<file path="src/rtl/board_pkg.sv">
// Shared constants, state/region encodings and layout-index helpers for the
// board deal controller.
package board_pkg;
  localparam int TILE_W       = 4;
  localparam int EDGE_TILES   = 24;
  localparam int CENTER_TILES = 12;
  localparam int TILE_MAX     = 11;
  localparam int NUM_LAYOUTS  = 10;
  localparam int GEN_LAT      = 1;
  localparam int ADDR_W       = 5;
  localparam int SEL_W        = 4;

  localparam logic REGION_EDGE   = 1'b0;
  localparam logic REGION_CENTER = 1'b1;

  localparam logic [7:0] LFSR_SEED = 8'h01;
  localparam logic [7:0] LFSR_TAPS = 8'hB8;  // bits 7,5,4,3

  typedef enum logic [2:0] {IDLE, SELECT, LATCH, EDGE, CENTER, DONE} state_e;

  // Element 0 is the MSB nibble, matching the generator's packing.
  typedef logic [0:EDGE_TILES-1][TILE_W-1:0]   edge_vec_t;
  typedef logic [0:CENTER_TILES-1][TILE_W-1:0] center_vec_t;

  function automatic logic [SEL_W-1:0] lfsr_to_layout(input logic [7:0] v);
    return SEL_W'(v % 8'(NUM_LAYOUTS));
  endfunction

  // Debug index only ever exceeds the table by less than one wrap.
  function automatic logic [SEL_W-1:0] clamp_force(input logic [SEL_W-1:0] f);
    return (f >= SEL_W'(NUM_LAYOUTS)) ? f - SEL_W'(NUM_LAYOUTS) : f;
  endfunction
endpackage

</file>
<file path="src/rtl/board_setup_ctrl_if.sv">
// Tile-write handshake toward the board tile memory.
interface board_setup_ctrl_if;
  import board_pkg::*;
  logic              wr_valid;
  logic              wr_ready;
  logic              wr_region;
  logic [ADDR_W-1:0] wr_addr;
  logic [TILE_W-1:0] wr_tile;

  modport master (output wr_valid, wr_region, wr_addr, wr_tile, input wr_ready);
  modport slave  (input wr_valid, wr_region, wr_addr, wr_tile, output wr_ready);
endinterface

</file>
<file path="src/rtl/tile_lfsr8.sv">
// Free-running 8-bit Fibonacci LFSR used to pick a layout.
module tile_lfsr8
  import board_pkg::*;
(
  input  logic       clk,
  input  logic       rst,
  output logic [7:0] lfsr
);
  always_ff @(posedge clk or negedge rst) begin
    if (!rst) lfsr <= LFSR_SEED;
    else      lfsr <= {lfsr[6:0], ^(lfsr & LFSR_TAPS)};
  end
endmodule

</file>
<file path="src/rtl/board_setup_ctrl.sv">
// Deal sequencer: picks a layout, latches and range-checks the generator's
// tile orders, then streams edge then center tiles into board memory.
module board_setup_ctrl
  import board_pkg::*;
(
  input  logic                         clk,
  input  logic                         rst,
  input  logic                         start,
  input  logic                         sel_force_en,
  input  logic [SEL_W-1:0]             sel_force,
  input  logic [EDGE_TILES*TILE_W-1:0]   edge_order_in,
  input  logic [CENTER_TILES*TILE_W-1:0] center_order_in,
  output logic [SEL_W-1:0]             layout_sel,
  output logic                         busy,
  output logic                         done,
  output logic                         err,
  board_setup_ctrl_if.master           wr
);
  localparam logic [ADDR_W-1:0] EDGE_LAST   = ADDR_W'(EDGE_TILES - 1);
  localparam logic [ADDR_W-1:0] CENTER_LAST = ADDR_W'(CENTER_TILES - 1);
  localparam logic [1:0]        GEN_LAT_M1  = 2'(GEN_LAT - 1);

  logic [7:0]        lfsr;
  state_e            state;
  logic [1:0]        sel_cnt;
  edge_vec_t         edge_in, edge_q;
  center_vec_t       center_in, center_q;
  logic              range_bad;
  logic              wr_valid_q, wr_region_q;
  logic [ADDR_W-1:0] wr_addr_q, nidx;
  logic [TILE_W-1:0] wr_tile_q;

  tile_lfsr8 u_lfsr (.clk(clk), .rst(rst), .lfsr(lfsr));

  assign edge_in   = edge_order_in;
  assign center_in = center_order_in;
  assign nidx      = wr_addr_q + ADDR_W'(1);

  always_comb begin
    range_bad = 1'b0;
    for (int i = 0; i < EDGE_TILES; i++)
      if (edge_in[i] > TILE_W'(TILE_MAX)) range_bad = 1'b1;
    for (int i = 0; i < CENTER_TILES; i++)
      if (center_in[i] > TILE_W'(TILE_MAX)) range_bad = 1'b1;
  end

  always_ff @(posedge clk or negedge rst) begin
    if (!rst) begin
      state       <= IDLE;
      sel_cnt     <= '0;
      layout_sel  <= '0;
      edge_q      <= '0;
      center_q    <= '0;
      wr_valid_q  <= 1'b0;
      wr_region_q <= REGION_EDGE;
      wr_addr_q   <= '0;
      wr_tile_q   <= '0;
      busy        <= 1'b0;
      done        <= 1'b0;
      err         <= 1'b0;
    end else begin
      done <= 1'b0;
      case (state)
        IDLE: if (start) begin
          layout_sel <= sel_force_en ? clamp_force(sel_force) : lfsr_to_layout(lfsr);
          err        <= 1'b0;
          busy       <= 1'b1;
          sel_cnt    <= '0;
          state      <= SELECT;
        end
        SELECT: begin
          sel_cnt <= sel_cnt + 2'd1;
          if (sel_cnt == GEN_LAT_M1) state <= LATCH;
        end
        LATCH: begin
          edge_q   <= edge_in;
          center_q <= center_in;
          if (range_bad) begin
            err   <= 1'b1;
            busy  <= 1'b0;
            state <= IDLE;
          end else begin
            // First beat is presented straight from the inputs being latched.
            wr_valid_q  <= 1'b1;
            wr_region_q <= REGION_EDGE;
            wr_addr_q   <= '0;
            wr_tile_q   <= edge_in[0];
            state       <= EDGE;
          end
        end
        EDGE: if (wr.wr_ready) begin
          if (wr_addr_q == EDGE_LAST) begin
            wr_region_q <= REGION_CENTER;
            wr_addr_q   <= '0;
            wr_tile_q   <= center_q[0];
            state       <= CENTER;
          end else begin
            wr_addr_q <= nidx;
            wr_tile_q <= edge_q[nidx];
          end
        end
        CENTER: if (wr.wr_ready) begin
          if (wr_addr_q == CENTER_LAST) begin
            wr_valid_q <= 1'b0;
            done       <= 1'b1;
            state      <= DONE;
          end else begin
            wr_addr_q <= nidx;
            wr_tile_q <= center_q[nidx[3:0]];
          end
        end
        DONE: begin
          busy  <= 1'b0;
          state <= IDLE;
        end
        default: state <= IDLE;
      endcase
    end
  end

  assign wr.wr_valid  = wr_valid_q;
  assign wr.wr_region = wr_region_q;
  assign wr.wr_addr   = wr_addr_q;
  assign wr.wr_tile   = wr_tile_q;
endmodule

</file>
<file path="src/flat_wrapper.sv">
// flat-port wrapper written by rule: the top's interface ports become plain ports
module board_setup_ctrl_flat import board_pkg::*;
  (clk, rst, start, sel_force_en, sel_force, edge_order_in, center_order_in, layout_sel, busy, done, err, wr_wr_valid, wr_wr_region, wr_wr_addr, wr_wr_tile, wr_wr_ready);
  board_setup_ctrl_if wr_i ();
  input  logic clk;
  input  logic rst;
  input  logic start;
  input  logic sel_force_en;
  input  logic [SEL_W-1:0] sel_force;
  input  logic [EDGE_TILES*TILE_W-1:0] edge_order_in;
  input  logic [CENTER_TILES*TILE_W-1:0] center_order_in;
  output logic [SEL_W-1:0] layout_sel;
  output logic busy;
  output logic done;
  output logic err;
  output wire logic [$bits(wr_i.wr_valid)-1:0] wr_wr_valid;
  output wire logic [$bits(wr_i.wr_region)-1:0] wr_wr_region;
  output wire logic [$bits(wr_i.wr_addr)-1:0] wr_wr_addr;
  output wire logic [$bits(wr_i.wr_tile)-1:0] wr_wr_tile;
  input wire logic [$bits(wr_i.wr_ready)-1:0] wr_wr_ready;
  assign wr_wr_valid = wr_i.wr_valid;
  assign wr_wr_region = wr_i.wr_region;
  assign wr_wr_addr = wr_i.wr_addr;
  assign wr_wr_tile = wr_i.wr_tile;
  assign wr_i.wr_ready = wr_wr_ready;
  board_setup_ctrl u_core (.clk(clk), .rst(rst), .start(start), .sel_force_en(sel_force_en), .sel_force(sel_force), .edge_order_in(edge_order_in), .center_order_in(center_order_in), .layout_sel(layout_sel), .busy(busy), .done(done), .err(err), .wr(wr_i));
endmodule
</file>
<file path="config.mk">
export PLATFORM = sky130hd
export DESIGN_NAME = board_setup_ctrl_flat
export DESIGN_NICKNAME = d
export VERILOG_FILES = /design/src/rtl/board_pkg.sv /design/src/rtl/board_setup_ctrl_if.sv /design/src/rtl/tile_lfsr8.sv /design/src/rtl/board_setup_ctrl.sv /design/src/flat_wrapper.sv
export SDC_FILE = /design/constraint.sdc
export NUM_CORES = 1
export LEC_CHECK = 0
export BUFFER_PORTS_ARGS = -buffer_cell sky130_fd_sc_hd__buf_2
export CAP_MARGIN = 40
export CORE_MARGIN = 2
export CORE_UTILIZATION = 60
export DETAILED_ROUTE_END_ITERATION = 10
export PLACE_DENSITY_LB_ADDON = 0.2
export SYNTH_ARGS = -nofsm -noshare
export SYNTH_HDL_FRONTEND = slang
export SYNTH_SLANG_ARGS = --single-unit
</file>
<file path="constraint.sdc">
create_clock -name clk -period 4.9 [get_ports clk]
set_input_delay 0.49 -clock clk [delete_from_list [all_inputs] [get_ports clk]]
set_output_delay 0.49 -clock clk [all_outputs]
set_load 0.01 [all_outputs]
</file>
==> results of run 1 <==
-- cells in the final DEF (no fill, tap or decap), drive strengths merged, types with 5 or more instances in the layout --
cell type / count
buf: 179
clkbuf: 18
a31oi: 9
mux4: 40
and2: 6
inv: 17
o22ai: 5
mux2: 147
a22oi: 21
clkinv: 7
nand2: 47
nor2: 21
o21ai: 31
nor2b: 5
mux2i: 7
xnor2: 6
dfrtp: 174
a21oi: 19
ha: 6
nand3: 7
-- final cells by class --
class	count	area [sq um]
Fill cell	971	4120
Multi-Input combinational cell	432	4090
Sequential cell	175	4380
Inverter	13	48.8
Clock inverter	14	111
Antenna cell	1	2.50
Tap cell	184	230
Clock buffer	18	429
Timing Repair Buffer	179	962
-- state kept, by name (all words and copies together), names as in the netlist --
register,count
u_core.center_q,48
u_core.err,1
u_core.sel_cnt,2
u_core.done,1
u_core.wr.wr_addr,5
u_core.wr.wr_valid,1
u_core.state,3
u_core.wr.wr_tile,4
u_core.busy,1
u_core.edge_q,96
u_core.u_lfsr.lfsr,8
u_core.layout_sel,4
u_core.wr.wr_region,1
-- through the flow --
stage | instance area, sq um | utilization (%) | hold slack [ns]
after global placement | 9670 | 67.3 | 0.396
after CTS | 10200 | 71.3 | 0.0906
final | 10300 | 71.3 | 0.0688
after global routing | 10200 | 71.3 | 0.115
after detailed placement | 9710 | 67.6 | 0.397
after floorplan | 8700 | - | 0.194
-- final timing paths --
kind                       depth (start not counted)                  start               endpoint
min in group clk                                   2    center_order_in[16]    u_core.center_q[16]
setup reg to reg                                  13  u_core.u_lfsr.lfsr[4]   u_core.layout_sel[3]
hold / removal                                     1                    rst      u_core.edge_q[71]
hold reg to reg                                    0  u_core.u_lfsr.lfsr[0]  u_core.u_lfsr.lfsr[1]
max in group asynchronous                          2                    rst  u_core.u_lfsr.lfsr[5]
setup / recovery                                  13  u_core.u_lfsr.lfsr[4]   u_core.layout_sel[3]
-- metal layers --
metal / track usage [%] / wire, um
met3: 8.55 / 1390
met2: 45.3 / 10400
met1: 37.9 / 8950
met4: 8.66 / 404
met5: 0 / 0
-- critical path, cell delays in order (launching register included) --
cell	delay [ns]
dfrtp_1	0.54
inv_1	0.12
ha_1	0.29
nor2_1	0.29
o32ai_1	0.15
a22o_1	0.21
a211oi_1	0.46
and2_1	0.23
o22ai_1	0.10
ha_1	0.20
a41o_1	0.21
a31oi_1	0.17
xnor2_1	0.10
o31ai_1	0.20
-- cells by family (layout without fill, tap and decap cells) --
kind of cell               count (synthesis)  in the layout  share of synthesized area, %
other                                      0              1                             0
AOI/OAI and AO/OA                        111            111                          8.58
muxes                                    194            194                          30.2
buffers and inverters                     58            224                          2.86
DFF                                      175            175                          50.3
and+or+nand+nor                          111            111                          6.15
adders and majority gates                  6              6                         0.862
xor gates and xnor gates                  10             10                          1.01
-- power groups by stage --
stage,Sequential [mW],Clock [mW],Combinational [mW]
after floorplan,2.42,0,2.07
after global placement,2.52,0,2.65
after detailed placement,2.57,0,2.75
after CTS,2.55,1.26,2.77
after global routing,2.64,1.34,2.98
final,2.56,1.25,2.75
==> results by group, run 1 <==
Clock network
  • CTS resizes: 0
  • CTS H-Tree Depth: 4
  • Setup bufs post-CTS: 0
  • CTS tree: done
  • Clk_lat worst skew: 0.44 ns
  • Clock root cell: clkbuf_16
  • Clk sink count: 175
  • Reg clk slew, reported paths: 0.07 ns
  • Hold Buf Count CTS: 0
  • CTS Buf Count: 17
  • Clock tree buffer depth: 2

Pwr
  • Sw Share: 33.8%
  • Combinational power share: 41.9%
  • P_sw: 2.22 mW
  • Power Total: 6.56 mW
  • Clock power frac: 19.1%
  • Reg power frac: 39.1%
  • Maximum VDD drop: 366 uV
  • Internal power: 4.34 mW
  • Power density cells: 640 nW/um^2
  • Pleak: 4.49 nW

Routing
  • Via count: 6240
  • WL/cell: 20.8 um
  • Total wire length: 21.1 mm
  • Routed Antenna Nets: 0
  • Residual DRC count: 0
  • DRT iter0 DRCs: 446
  • DRT Pass-1 Iters: 5
  • Via/cell ratio: 6.14

Synthesis
  • Synth Flop Type: dfrtp_1
  • Syn Area/Cell: 13.1 sq um
  • Sequential share of the synthesized area: 50.3%
  • Flops & latches, synth: 175
  • Top cells by area, synth: dfrtp_1 (50%), mux2_2 (19%), mux4_2 (10%)
  • Area of the mapped netlist: 8700 sq um
  • Syn Inst Count: 665
  • Top post-synthesis cells by count: dfrtp_1 (174), mux2_2 (146), nand2_1 (47)
  • Number of flops mapped to enable cells by yosys: 0
  • Asr flop ratio synth: 100%
  • Netlist cell types: 58
  • Most common cell in the netlist: dfrtp_1
  • Ys Warns: 0
  • Area leader, netlist: dfrtp_1
  • Area share of the largest cell type after synthesis: 50.0%
  • Net count after synthesis: 824

Placed design
  • Post-DP HPWL: 15.6 mm
  • Placed insts: 983
  • Final Wtd Congestion: 0.908
  • I/O Buffers: 170
  • Post-Place Setup Slack: 1.58 ns

Global routing
  • Initial antenna violation count: 0
  • Gr usage total: 28.4%
  • Vias in the first global route: 6441
  • Pin count of the biggest net entering global routing: 74
  • First-pass GRT wire length: 34.1 mm
  • Gr ovfl total: 0

Critical path
  • Worst setup EP type: flop
  • Worst EP arrival: 3.73 ns
  • R2R Setup Slk: 1.52 ns
  • Req. time, crit path: 5.25 ns
  • CP Max Fanout: 11
  • Kind of critical path: flop to flop
  • Startpoint Class: flop

Finish
  • Share of post-route cells with drive strength above 1: 48.9%
  • Finished Layout Cells: 1016
  • # nets final: 977
  • Syn-to-layout area delta: 17.8%

Timing
  • Final setup margin: 1.52 ns
  • Worst Tran Pin Value: 0.775 ns
  • Period Utilization, post-route: 69.0%
  • Setup_tns: 0 ns
  • Final Hold Vio Count: 0
  • Setup-failing EPs final: 0
  • Slew Viols, Final: 0
  • Min Tclk post-route: 3.38 ns
  • Clock Skew: 0.00719 ns
  • RSZ-0062 raised after global routing: false
  • Max Freq: 0.296 GHz
  • Slew headroom: 48.3%

Min path
  • Worst min path class: primary input to asynchronous set/reset pin

Run
  • Max-cap violations: 0

Die
  • Rows: 44
  • Die width: 124 um
  • Die area: 15500 sq um
  • Starting Density: 60.6%
  • Core area: 14400 sq um
  • I/O pins: 171
  • Die Span Y: 124 um

Status
  • Outcome: finished, final reports clean
Power figures use the tool's default switching activity.
==> inputs of run 2 (changes only) <==
--- a/config.mk
+++ b/config.mk
@@ -5,10 +5,11 @@
 export SDC_FILE = /design/constraint.sdc
 export NUM_CORES = 1
 export LEC_CHECK = 0
+export ABC_AREA = 1
 export BUFFER_PORTS_ARGS = -buffer_cell sky130_fd_sc_hd__buf_2
 export CAP_MARGIN = 40
 export CORE_MARGIN = 2
-export CORE_UTILIZATION = 60
+export CORE_UTILIZATION = 56
 export DETAILED_ROUTE_END_ITERATION = 10
 export PLACE_DENSITY_LB_ADDON = 0.2
 export SYNTH_ARGS = -nofsm -noshare
==> constraint.sdc (replaced) <==
create_clock -name clk -period 3.5 [get_ports clk]
set_input_delay 0.35 -clock clk [delete_from_list [all_inputs] [get_ports clk]]
set_output_delay 0.35 -clock clk [all_outputs]
set_load 0.01 [all_outputs]
==> results by group, run 2 <==
Global routing
  • Gr usage total: 28.8%
  • Vias in the first global route: 7561
  • Gr ovfl total: 0
  • First-pass GRT wire length: 37.5 mm
  • Pin count of the biggest net entering global routing: 162
  • Initial antenna violation count: 0

Status
  • Outcome: finished, final reports clean

Clock network
  • CTS tree: done
  • CTS H-Tree Depth: 4
  • CTS Buf Count: 17
  • Clock root cell: clkbuf_16
  • Clk sink count: 175
  • Clock tree buffer depth: 2
  • CTS resizes: 0
  • Reg clk slew, reported paths: 0.07 ns
  • Clk_lat worst skew: 0.43 ns

Die
  • Die width: 129 um
  • Core area: 15300 sq um
  • Die Span Y: 129 um
  • Die area: 16800 sq um
  • Starting Density: 57.5%
  • I/O pins: 171
  • Rows: 45

Synthesis
  • Most common cell in the netlist: nand2_1
  • Number of flops mapped to enable cells by yosys: 0
  • Flops & latches, synth: 175
  • Synth Flop Type: dfrtp_1
  • Syn Inst Count: 1145
  • Netlist cell types: 43
  • Area of the mapped netlist: 8810 sq um
  • Top cells by area, synth: dfrtp_1 (49%), nand2_1 (19%), o21ai_0 (5.9%)
  • Top post-synthesis cells by count: nand2_1 (451), dfrtp_1 (174), o21ai_0 (104)
  • Area leader, netlist: dfrtp_1
  • Area share of the largest cell type after synthesis: 49.4%
  • Net count after synthesis: 1304
  • Sequential share of the synthesized area: 49.7%
  • Syn Area/Cell: 7.70 sq um
  • Asr flop ratio synth: 100%
  • Ys Warns: 0

Timing
  • Max Freq: 0.332 GHz
  • Slew headroom: 45.8%
  • Setup-failing EPs final: 0
  • Hold WS: 0.115 ns
  • Period Utilization, post-route: 86.1%
  • Final Hold Vio Count: 0
  • RSZ-0062 raised after global routing: false
  • Min Tclk post-route: 3.01 ns
  • Worst Tran Pin Value: 0.812 ns
  • Clock Skew: 0.00672 ns
  • Setup_tns: 0 ns
  • Slew Viols, Final: 0

Critical path
  • Worst setup EP type: flop
  • R2R Setup Slk: 0.49 ns
  • CP Max Fanout: 6
  • R2R Path End: u_core.layout_sel[3]
  • Worst Reg-to-Reg Cells: 24
  • Kind of critical path: flop to flop
  • CP peak stage delay: 0.44 ns
  • Most numerous cell on the critical path: nand2_1
  • Critical path buffers and inverters: 3
  • Worst r2r src: u_core.u_lfsr.lfsr[4]
  • Worst EP arrival: 3.38 ns
  • Req. time, crit path: 3.86 ns
  • CP max-delay cell: dfrtp_1
  • Startpoint Class: flop
  • Top delay family on crit path: simple AND/OR/NAND/NOR gates
  • Crit-path cells: inv_1, ha_1, nor2_2, nand2_1, nand3_1, nand3_2, nand2_2, nand2_2, nand2_1, nand3_2, nand2_4, nor2_4, inv_2, nand2_1, inv_2, nand3_1, nand2_2, ha_1, nand3_1, nand2_1, nand2_2, nand2_1, nand2_1, a21oi_2

Finish
  • Commonest non-fill, non-tap cell in the layout: nand2_1
  • Share of post-route cells with drive strength above 1: 20.0%
  • Syn-to-layout area delta: 18.5%
  • # nets final: 1451
  • Largest regs: u_core.edge_q x96, u_core.center_q x48, u_core.u_lfsr.lfsr x8
  • Commonest non-fill, non-tap cells in the layout: nand2_1 (451), dfrtp_1 (173), buf_2 (169)
  • Antenna Cells: 0
  • Max reg flops: 96
  • Biggest register: u_core.edge_q

Min path
  • Hold Path End: u_core.edge_q[40]
  • Hold path start: edge_order_in[40]
  • Worst min path class: primary input to flop
  • Hold Path Depth: 3

Pwr
  • Pleak: 5.49 nW
  • Sw Share: 39.0%
  • Power density cells: 796 nW/um^2
  • Internal power: 5.07 mW
  • Reg power frac: 41.2%
  • P_sw: 3.24 mW
  • Maximum VDD drop: 480 uV
  • Combinational power share: 36.2%
  • Clock power frac: 22.6%

Routing
  • Total wire length: 23.3 mm
  • Via/cell ratio: 5.44
  • DRT Pass-1 Iters: 5
  • Via count: 8241
  • Routed Antenna Nets: 0
  • Residual DRC count: 0
  • DRT iter0 DRCs: 769
  • WL/cell: 15.3 um

Placed design
  • Post-DP HPWL: 15.8 mm
  • Final Wtd Congestion: 0.877
  • I/O Buffers: 170

Run
  • Max-cap violations: 0
## run 2: changes by cell type after synthesis, moves of 12 or more
cell | before | now
a21oi_1 | 19 | 32
a22oi_1 | 21 | 0
clkbuf_1 | 30 | 55
inv_1 | 13 | 66
mux2_2 | 146 | 0
mux4_2 | 40 | 0
nand2_1 | 47 | 451
nand2_2 | 0 | 12
nand3_1 | 7 | 54
nor2_1 | 21 | 74
o211ai_1 | 0 | 19
o21ai_0 | 27 | 104
o221ai_1 | 0 | 19
## run 2: worst min-delay path, cell delays in order
cell     delay, ns
buf_2         0.07
nand2_1       0.04
nand2_1       0.05
## run 2: worst max path at each step
stage	slack (ns)	endpoint	from	cells after the start
global route	0.16	u_core.layout_sel[3]	u_core.u_lfsr.lfsr[4]	24
CTS	0.51	u_core.layout_sel[3]	u_core.u_lfsr.lfsr[4]	24
detailed placement	0.60	u_core.layout_sel[3]	u_core.u_lfsr.lfsr[4]	24
floorplan	0.89	u_core.layout_sel[3]	u_core.u_lfsr.lfsr[4]	24
finish	0.49	u_core.layout_sel[3]	u_core.u_lfsr.lfsr[4]	24
global placement	0.73	u_core.layout_sel[3]	u_core.u_lfsr.lfsr[4]	24
## run 2: repair_timing
action | CTS | global route
hold buffers | 1 | 0
endpoints found under the hold margin | 21 | 0
setup buffers | 0 | 0
## run 2: routing by layer
layer	routed length (um)	global-route usage, %
met5	0	0
met4	463	8.98
met3	1580	6.19
met2	10800	45.3
met1	10500	40.4
## run 2: logic make-up (layout without fill, tap and decap cells)
| logic type | Yosys count | in the layout | synth area share, % |
|---|---|---|---|
| AND/OR/NAND/NOR | 618 | 618 | 28.9 |
| AO/OA/AOI/OAI | 208 | 208 | 14.3 |
| flip-flops | 175 | 175 | 49.7 |
| buffers and inverters | 134 | 294 | 5.84 |
| adder cells (fa/ha/maj) | 6 | 6 | 0.852 |
| XOR/XNOR | 4 | 4 | 0.398 |
## run 2: stage by stage
| step | util [%] | total power, mW | worst slack [ns] | cell area [sq um] | std cells |
|---|---|---|---|---|---|
| floorplan | - | 5.50 | 0.894 | 8810 | 1145 |
| detailed placement | 64.3 | 6.42 | 0.598 | 9850 | 1483 |
| global route | 68.2 | 9.00 | 0.155 | 10400 | 1516 |
| global placement | 64.3 | 6.32 | 0.731 | 9850 | 1483 |
| CTS | 68.2 | 8.33 | 0.513 | 10400 | 1516 |
| finish | 68.2 | 8.31 | 0.486 | 10400 | 1516 |
## run 2: area by class of cell
class	instances	area [sq um]
fillers	1347	4870
clock inverters	10	104
clock buffers	22	484
flip-flops and latches	175	4380
well taps	211	264
inverters	76	297
repair buffers	186	992
multi-input cells	836	3920
## run 2: power groups by stage
stage                     Combinational (mW)  Clock, mW  Sequential, mW
after global placement                  2.91          0            3.41
after floorplan                         2.16          0            3.34
final                                   3.01       1.87            3.43
after CTS                               3.02       1.90            3.41
after detailed placement                2.99          0            3.43
after global routing                    3.49       1.98            3.53
==> inputs of run 3 (changes only) <==
--- a/config.mk
+++ b/config.mk
@@ -5,7 +5,6 @@
 export SDC_FILE = /design/constraint.sdc
 export NUM_CORES = 1
 export LEC_CHECK = 0
-export ABC_AREA = 1
 export BUFFER_PORTS_ARGS = -buffer_cell sky130_fd_sc_hd__buf_2
 export CAP_MARGIN = 40
 export CORE_MARGIN = 2
==> results by group, run 3 (same netlist as run 1, synthesis figures left out) <==
Placed design
  • Final Wtd Congestion: 0.860
  • I/O Buffers: 170
  • Post-DP HPWL: 15.9 mm
  • Area after DPL: 9750 sq um
  • Post-Place Setup Slack: 0.414 ns

Routing
  • Residual DRC count: 0
  • Total wire length: 21.3 mm
  • DRT iter0 DRCs: 607
  • Routed Antenna Nets: 0
  • Via/cell ratio: 6.05
  • Via count: 6212
  • DRT Pass-1 Iters: 5
  • WL/cell: 20.8 um

Critical path
  • Worst setup EP type: flop
  • Startpoint Class: flop
  • CP Max Fanout: 15
  • WP depth: 13
  • Kind of critical path: flop to flop
  • Most numerous cell on the critical path: ha_1
  • Req. time, crit path: 3.85 ns
  • Top delay family on crit path: compound AO/OA/AOI/OAI gates
  • CP max-delay cell: dfrtp_1
  • Critical path buffers and inverters: 1
  • CP endpoint: u_core.layout_sel[3]
  • R2R Path End: u_core.layout_sel[3]
  • Crit-path cells: ha_1, or2_1, o31a_1, a2bb2oi_1, a211oi_1, buf_4, a21oi_1, o22ai_1, ha_1, a41o_1, a31oi_1, xnor2_1, o31ai_1
  • CP peak stage delay: 0.57 ns
  • Worst r2r src: u_core.u_lfsr.lfsr[5]
  • Worst EP arrival: 3.53 ns
  • R2R Setup Slk: 0.32 ns
  • Worst Reg-to-Reg Cells: 13
  • Critical Path Start: u_core.u_lfsr.lfsr[5]

Finish
  • Max reg flops: 96
  • Post-route cell area: 10400 sq um
  • Share of post-route cells with drive strength above 1: 49.2%
  • Commonest non-fill, non-tap cell in the layout: dfrtp_1
  • Fin util: 68.1%
  • Largest regs: u_core.edge_q x96, u_core.center_q x48, u_core.u_lfsr.lfsr x8
  • Multi-input gate area: 4090 sq um
  • Syn-to-layout area delta: 19.0%
  • Register Area: 4380 sq um
  • # nets final: 985
  • Antenna Cells: 0
  • Fillers: 1105
  • Biggest register: u_core.edge_q
  • Commonest non-fill, non-tap cells in the layout: dfrtp_1 (173), buf_2 (169), mux2_2 (146)

Global routing
  • Vias in the first global route: 6426
  • Gr usage total: 27.0%
  • First-pass GRT wire length: 33.7 mm
  • Gr ovfl total: 0
  • Initial antenna violation count: 0
  • Pin count of the biggest net entering global routing: 90

Pwr
  • Pleak: 4.56 nW
  • Internal power: 6.35 mW
  • Power density cells: 913 nW/um^2
  • Combinational power share: 41.2%
  • Maximum VDD drop: 570 uV
  • Reg power frac: 38.1%
  • P_sw: 3.11 mW
  • Clock power frac: 20.7%
  • Sw Share: 32.9%

Die
  • Die Span Y: 129 um
  • I/O pins: 171
  • Die width: 129 um
  • Die area: 16600 sq um
  • Rows: 45
  • Core area: 15200 sq um
  • Starting Density: 57.3%

Clock network
  • CTS Buf Count: 17
  • Hold Buf Count CTS: 0
  • Clock root cell: clkbuf_16
  • Reg clk slew, reported paths: 0.07 ns
  • Clock tree buffer depth: 2
  • CTS tree: done
  • CTS H-Tree Depth: 4
  • Setup bufs post-CTS: 0
  • CTS resizes: 0
  • Clk sink count: 175
  • Clk_lat worst skew: 0.43 ns

Timing
  • Min Tclk post-route: 3.18 ns
  • Slew headroom: 45.8%
  • RSZ-0062 raised after global routing: false
  • Period Utilization, post-route: 90.9%
  • Final Hold Vio Count: 9
  • Clock Skew: 0.00693 ns
  • Final setup margin: 0.319 ns
  • Setup_tns: 0 ns
  • Setup-failing EPs final: 0
  • Worst Tran Pin Value: 0.814 ns
  • Hold WS: -0.0210 ns
  • Max Freq: 0.314 GHz
  • Slew Viols, Final: 0

Status
  • Failing checks: negative hold slack
  • Outcome: finished with violations

Run
  • Max-cap violations: 0

Min path
  • Worst min path class: primary input to asynchronous set/reset pin
-- run 3: power by group through the flow --
stage / logic, mW / clock network [mW] / registers [mW]
2_1_floorplan: 2.90 / 0 / 3.39
3_3_place_gp: 3.80 / 0 / 3.52
3_5_place_dp: 3.90 / 0 / 3.62
4_1_cts: 3.93 / 2.00 / 3.59
5_1_grt: 4.21 / 2.08 / 3.71
6_report: 3.90 / 1.96 / 3.60
-- run 3: worst min-delay path by stage --
| stage | to | start |
|---|---|---|
| after floorplan | u_core.busy | rst |
| after CTS | u_core.edge_q[66] | rst |
| after global routing | u_core.edge_q[74] | rst |
| after detailed placement | u_core.u_lfsr.lfsr[2] | u_core.u_lfsr.lfsr[1] |
| final | u_core.edge_q[74] | rst |
| after global placement | u_core.u_lfsr.lfsr[2] | u_core.u_lfsr.lfsr[1] |
-- run 3: layout make-up --
type                            count  area share [%]
Clock inverter                     10            1.30
Timing Repair Buffer              187            9.63
Sequential cell                   175            42.3
Inverter                           13           0.471
Tap cell                          188            2.27
Clock buffer                       22            4.58
Multi-Input combinational cell    432            39.4
-- run 3: through the flow --
| step | power (mW) | cells |
|---|---|---|
| final | 9.46 | 1027 |
| after global routing | 9.99 | 1027 |
| after CTS | 9.51 | 1027 |
| after detailed placement | 7.52 | 995 |
| after global placement | 7.32 | 995 |
| after floorplan | 6.30 | 665 |
-- run 3: metal layers --
| layer | part of all wire, % | GRT usage [%] | vias to the layer above |
|---|---|---|---|
| met2 | 49 | 43.7 | 254 |
| met3 | 6.5 | 5.86 | 27 |
| met4 | 1.3 | 8.31 | 0 |
| li1 | - | - | 2798 |
| met5 | 0 | 0 | - |
| met1 | 43 | 37.0 | 3133 |
